<file path="src/rtl/mem_arb_pkg.sv">
// Shared widths, FSM state encoding and op encoding for the memory arbiter.
package mem_arb_pkg;

  localparam int ADDR_W = 5;
  localparam int DATA_W = 10;

  typedef enum logic [1:0] {
    S_IDLE   = 2'd0,
    S_ACCESS = 2'd1,
    S_WAIT   = 2'd2,
    S_DONE   = 2'd3
  } state_t;

  localparam logic OP_WRITE = 1'b1;
  localparam logic OP_READ  = 1'b0;

endpackage

</file>
<file path="src/rtl/mem_arbiter_rr_pick.sv">
// Combinational winner search for mem_arbiter: round-robin from last+1 with wrap,
// or lowest-index-first when ARB_FIXED_PRIO_EN is defined.
module rr_pick #(
  parameter int NREQ = 2,
  parameter int IDXW = 1
) (
  input  logic [NREQ-1:0] req,
  input  logic [IDXW-1:0] last,
  output logic [IDXW-1:0] winner,
  output logic            any
);

`ifdef ARB_FIXED_PRIO_EN

  // The pointer is still maintained by the top but plays no part here.
  logic unused_last;
  assign unused_last = ^last;

  always_comb begin
    winner = '0;
    any    = 1'b0;
    for (int unsigned k = 0; k < NREQ; k++) begin
      if (!any && req[IDXW'(k)]) begin
        winner = IDXW'(k);
        any    = 1'b1;
      end
    end
  end

`else

  logic [IDXW-1:0] cand;

  always_comb begin
    winner = '0;
    any    = 1'b0;
    cand   = '0;
    for (int unsigned k = 1; k <= NREQ; k++) begin
      cand = IDXW'((32'(last) + k) % NREQ);
      if (!any && req[cand]) begin
        winner = cand;
        any    = 1'b1;
      end
    end
  end

`endif

endmodule

</file>
<file path="src/rtl/mem_arbiter.sv">
// Round-robin arbiter sharing one synchronous single-port memory between NREQ requesters.
// Define ARB_FIXED_PRIO_EN to switch the winner search to fixed lowest-index priority.
module mem_arbiter
  import mem_arb_pkg::*;
#(
  parameter int NREQ    = 2,
  parameter int MEM_LAT = 1
) (
  input  logic                     clock,
  input  logic                     reset,
  input  logic [NREQ-1:0]          req,
  input  logic [NREQ-1:0]          w_in,
  input  logic [NREQ*ADDR_W-1:0]   endr_in,
  input  logic [NREQ*DATA_W-1:0]   dado_in,
  output logic [NREQ-1:0]          gnt,
  output logic [NREQ-1:0]          done,
  output logic [DATA_W-1:0]        rdata,
  output logic [ADDR_W-1:0]        mem_endr,
  output logic [DATA_W-1:0]        mem_dado,
  output logic                     mem_w,
  input  logic [DATA_W-1:0]        mem_q
);

  localparam int IDXW  = (NREQ > 1) ? $clog2(NREQ) : 1;
  localparam int CNT_W = $clog2(MEM_LAT + 1);
  localparam logic [IDXW-1:0] LAST_RST = IDXW'(NREQ - 1);

  state_t state, state_nxt;

  logic [IDXW-1:0]   sel, sel_nxt;
  logic [IDXW-1:0]   last, last_nxt;
  logic [IDXW-1:0]   winner;
  logic              any;
  logic              op, op_nxt;
  logic [CNT_W-1:0]  cnt, cnt_nxt;
  logic [NREQ-1:0]   gnt_nxt, done_nxt;
  logic [DATA_W-1:0] rdata_nxt, dado_nxt;
  logic [ADDR_W-1:0] endr_nxt;
  logic              w_nxt;

  logic [ADDR_W-1:0] endr_arr [NREQ];
  logic [DATA_W-1:0] dado_arr [NREQ];

  for (genvar g = 0; g < NREQ; g++) begin : g_unpack
    assign endr_arr[g] = endr_in[g*ADDR_W +: ADDR_W];
    assign dado_arr[g] = dado_in[g*DATA_W +: DATA_W];
  end

  function automatic logic [NREQ-1:0] onehot(input logic [IDXW-1:0] i);
    logic [NREQ-1:0] v;
    v    = '0;
    v[i] = 1'b1;
    return v;
  endfunction

  rr_pick #(
    .NREQ (NREQ),
    .IDXW (IDXW)
  ) u_pick (
    .req    (req),
    .last   (last),
    .winner (winner),
    .any    (any)
  );

  always_ff @(posedge clock or posedge reset) begin
    if (reset) state <= S_IDLE;
    else       state <= state_nxt;
  end

  always_comb begin
    state_nxt = state;
    sel_nxt   = sel;
    last_nxt  = last;
    op_nxt    = op;
    cnt_nxt   = cnt;
    gnt_nxt   = gnt;
    done_nxt  = done;
    rdata_nxt = rdata;
    endr_nxt  = mem_endr;
    dado_nxt  = mem_dado;
    w_nxt     = mem_w;

    case (state)
      S_IDLE: begin
        done_nxt = '0;
        if (any) begin
          sel_nxt  = winner;
          gnt_nxt  = onehot(winner);
          endr_nxt = endr_arr[winner];
          op_nxt   = w_in[winner] ? OP_WRITE : OP_READ;
          if (w_in[winner]) begin
            dado_nxt = dado_arr[winner];
            w_nxt    = 1'b1;
          end else begin
            dado_nxt = '0;
            w_nxt    = 1'b0;
          end
          state_nxt = S_ACCESS;
        end
      end

      S_ACCESS: begin
        if (op == OP_WRITE) begin
          w_nxt     = 1'b0;
          done_nxt  = onehot(sel);
          state_nxt = S_DONE;
        end else begin
          cnt_nxt   = CNT_W'(MEM_LAT);
          state_nxt = S_WAIT;
        end
      end

      // mem_endr is left untouched here so the address stays stable for the read.
      S_WAIT: begin
        cnt_nxt = cnt - CNT_W'(1);
        if (cnt == CNT_W'(1)) begin
          rdata_nxt = mem_q;
          done_nxt  = onehot(sel);
          state_nxt = S_DONE;
        end
      end

      S_DONE: begin
        done_nxt  = '0;
        gnt_nxt   = '0;
        last_nxt  = sel;
        state_nxt = S_IDLE;
      end

      default: state_nxt = S_IDLE;
    endcase
  end

  always_ff @(posedge clock or posedge reset) begin
    if (reset) begin
      sel      <= '0;
      last     <= LAST_RST;
      op       <= OP_READ;
      cnt      <= '0;
      gnt      <= '0;
      done     <= '0;
      rdata    <= '0;
      mem_endr <= '0;
      mem_dado <= '0;
      mem_w    <= 1'b0;
    end else begin
      sel      <= sel_nxt;
      last     <= last_nxt;
      op       <= op_nxt;
      cnt      <= cnt_nxt;
      gnt      <= gnt_nxt;
      done     <= done_nxt;
      rdata    <= rdata_nxt;
      mem_endr <= endr_nxt;
      mem_dado <= dado_nxt;
      mem_w    <= w_nxt;
    end
  end

endmodule
</file>
<file path="config.mk">
export PLATFORM = sky130hd
export DESIGN_NAME = mem_arbiter
export DESIGN_NICKNAME = d
export VERILOG_FILES = /design/src/rtl/mem_arb_pkg.sv /design/src/rtl/mem_arbiter_rr_pick.sv /design/src/rtl/mem_arbiter.sv
export SDC_FILE = /design/constraint.sdc
export NUM_CORES = 1
export LEC_CHECK = 0
export BUFFER_PORTS_ARGS = -buffer_cell sky130_fd_sc_hd__clkbuf_2
export CAP_MARGIN = 20
export CORE_MARGIN = 2
export CORE_UTILIZATION = 31
export CTS_CLUSTER_DIAMETER = 120
export DETAILED_ROUTE_END_ITERATION = 8
export SLEW_MARGIN = 0
export SYNTH_ARGS = -nofsm -noshare
export SYNTH_HDL_FRONTEND = slang
export SYNTH_SLANG_ARGS = --single-unit
</file>
<file path="constraint.sdc">
create_clock -name clock -period 1.7 [get_ports clock]
set_clock_uncertainty 0.05 [all_clocks]
set_input_delay 0.34 -clock clock [delete_from_list [all_inputs] [get_ports clock]]
set_output_delay 0.34 -clock clock [all_outputs]
set_load 0.05 [all_outputs]
</file>
==> qor.csv <==
stage,metric,value,unit
logic_synthesis,ys_types,25,
logic_synthesis,synth_warnings,0,
floorplanning,coreArea,0.00520,mm²
critical_path,worst-setup-path-type,register to register,
logic_synthesis,synthMuxAreaShare,0.167,
cts,postCtsHoldBufs,0,
logic_synthesis,ys_ff_latch,36,
global_route,first_global_vias,1343,
sta,hold_violations,0,
cts,clk_latency,0.28,ns
place,dpl.hpwl,2750,µm
power,p_total,0.00489,W
critical_path,cp.required,1.86,ns
route,drt-pass1-iter-count,4,
logic_synthesis,synth_compound_area_frac,0.130,
floorplanning,start_util,0.326,
route,drt-met1-wl,1710,µm
critical_path,cp_max_fo,9,
sta,rsz0062_at_grt,no,
route,vias,1348,
logic_synthesis,synthesis.nets,198,
logic_synthesis,synth-seq-area-share,0.531,
logic_synthesis,syn_area,0.00170,mm²
logic_synthesis,synth_area_leader_cell,dfrtp_1,
route,postRouteAntennaNets,0,
critical_path,cp-end-kind,register,
route,wl_met3,325,µm
floorplanning,dieHeight,78.0,µm
floorplanning,die_w,78.0,µm
flow_run,cap_viol_max_count,0,
logic_synthesis,synthAdderAreaFrac,0.0368,
global_route,antenna_found_initial,0,
cts,cts_tree,built,
logic_synthesis,syn_area_per_cell,11.6,µm²
critical_path,r2r-end,state[0]$_DFFE_PP0P_,
logic_synthesis,syn-instance-count,147,
logic_synthesis,synth_edf_count,0,
min_path,min-delay-path-class,input port to asynchronous set/reset pin,
finish,final_cell_mix,"clkbuf_2 (75), dfrtp_1 (35), nand2_1 (23)",
critical_path,startpoint_type,register,
critical_path,reg2reg_depth,5,
power,cellLeakagePower,1.20,nW
route,top_layer_used,met4,
finish,final_nets,283,
sta,finalSetupViolations,0,
cts,h-tree-depth,2,
logic_synthesis,async_flop_share,1.00,
finish,final_area,0.00233,mm²
sta,min_period_over_period,0.951,
finish,num_antenna_cells,0,
cts,cts_root_buffer,clkbuf_8,
sta,worst_pin_slew,0.454,ns
place,gp_congestion,0.801,
floorplanning,ios,76,
floorplanning,row_count,26,
sta,layout_min_cycle_time,1.62,ns
logic_synthesis,synthTopCellsByArea,"dfrtp_1 (52%), mux2i_1 (9.4%), mux2_2 (7.3%), nand2_1 (5.1%), ha_1 (3.7%)",
global_route,grt_max_degree,37,
route,drt-vias-per-instance,4.45,
sta,max_freq,0.619,GHz
finish,drive_gt1_frac,0.489,
global_route,grt_overflow_total,0,
route,dr_wl_met2,1710,µm
cts,cts_sinks,36,
cts,clk_pin_slew,0.07,ns
logic_synthesis,synth-xor-area-share,0.00515,
finish,area_growth,37.0,%
critical_path,reg2reg_from,state[1]$_DFFE_PP0P_,
global_route,gr-usage-all-layers,0.123,
cts,cts_made_buffers,5,
place,place_area,0.00220,mm²
global_route,grt_pass1_wl,5930,µm
sta,drv_slew,0,
power,ir_drop,0.000868,V
route,drt-initial-drc-count,54,
logic_synthesis,yosysTopAreaCellShare,0.515,
critical_path,reg2reg_setup_slack,0.08,ns
sta,max-slew-margin-rel,0.697,
logic_synthesis,synth_top_family_by_area,multiplexers,
place,portBuffers,75,
finish,final_common_cell,clkbuf_2,
route,remaining_drc_errors,0,
critical_path,arrival,1.78,ns
route,wire_per_inst,12.6,µm
floorplanning,dieArea,0.00609,mm²
logic_synthesis,synth-simple-area-share,0.0884,
cts,clk_path_buf_depth,2,
power,p_per_area,2100,mW/mm²
logic_synthesis,ys.flop_type,dfrtp_1,
route,drt_wl_total,3820,µm
outcome,outcome,"complete, no violations",
## critical path, cell delays in order (launching register included)
cell	delay, ns
dfrtp_1	0.38
buf_4	0.15
ha_1	0.20
nor2b_2	0.21
or4_1	0.46
o21ai_1	0.09
## cell usage after synthesis, types with 3 or more instances
cell and n:
nand2_1 23, mux2_2 11, mux2i_1 16, ha_1 5, o21ai_2 7, o21ai_1 6, o21ai_0 12, inv_1 6
buf_2 3, buf_6 3, o31ai_1 3, dfrtp_1 35, nor2_1 3
## through the flow
| step | cells | TNS [ns] | setup WS, ns | util | hold WS [ns] |
|---|---|---|---|---|---|
| after floorplan | 147 | 0 | 0.119 | - | 0.424 |
| after global placement | 293 | 0 | 0.0630 | 0.423 | 0.400 |
| after global routing | 303 | 0 | 0.0177 | 0.447 | 0.163 |
| after CTS | 302 | 0 | 0.0482 | 0.442 | 0.0998 |
| final | 303 | 0 | 0.0835 | 0.447 | 0.0872 |
| after detailed placement | 293 | -0.00329 | -0.00329 | 0.423 | 0.407 |
## how the worst max path moves through the flow
stage                                   end  depth (start not counted)  slack, ns                 start
finish                 state[0]$_DFFE_PP0P_                          5       0.08  state[1]$_DFFE_PP0P_
global route           state[0]$_DFFE_PP0P_                          5       0.02  state[0]$_DFFE_PP0P_
CTS                 mem_dado[9]$_DFFE_PP0P_                          6       0.05  state[0]$_DFFE_PP0P_
detailed placement  mem_dado[3]$_DFFE_PP0P_                          6     -0.003  state[1]$_DFFE_PP0P_
global placement       state[0]$_DFFE_PP0P_                          5       0.06  state[1]$_DFFE_PP0P_
floorplan              state[0]$_DFFE_PP0P_                          5       0.12  state[0]$_DFFE_PP0P_
## routing by layer
metal / track usage / vias to the layer above
li1: - / 676
met1: 0.147 / 602
met2: 0.196 / 63
met3: 0.0391 / 7
met4: 0.0684 / 0
met5: 0 / -
## state kept, by name, summed over array words and instances (netlist names)
register and cells:
mem_dado 10, rdata 10, mem_endr 5, done 2
gnt 2, state 2, cnt 1, last 1
mem_w 1, op 1, sel 1
## kinds of logic (layout without fill, tap and decap cells)
group                    Yosys count  in the layout
AND/OR/NAND/NOR                   33             33
flip-flops                        36             36
buffers and inverters             12             98
AO/OA/AOI/OAI                     33             33
multiplexers                      27             27
adder cells (fa/ha/maj)            5              5
XOR/XNOR                           1              1
## final cells by class
type	count	area [µm²]
well taps	70	87.6
clock buffers	8	90.1
inverters	6	22.5
flip-flops and latches	36	902
repair buffers	84	480
fillers	516	2880
multi-input cells	99	746
## timing repair
| item | in CTS | in global routing |
|---|---|---|
| gates cloned | 0 | 1 |
| endpoints found under the setup margin | 3 | 15 |
| setup buffers | 1 | 0 |
| resized for setup | 0 | 9 |
## where the power goes
group | internal, W | total (W) | switching [W]
registers | 0.00126 | 0.00148 | 0.000224
clock network | 0.000331 | 0.000626 | 0.000295
logic | 0.000905 | 0.00279 | 0.00188
total | 0.00249 | 0.00489 | 0.00240
Note: power is estimated with default switching activity, not from simulation.
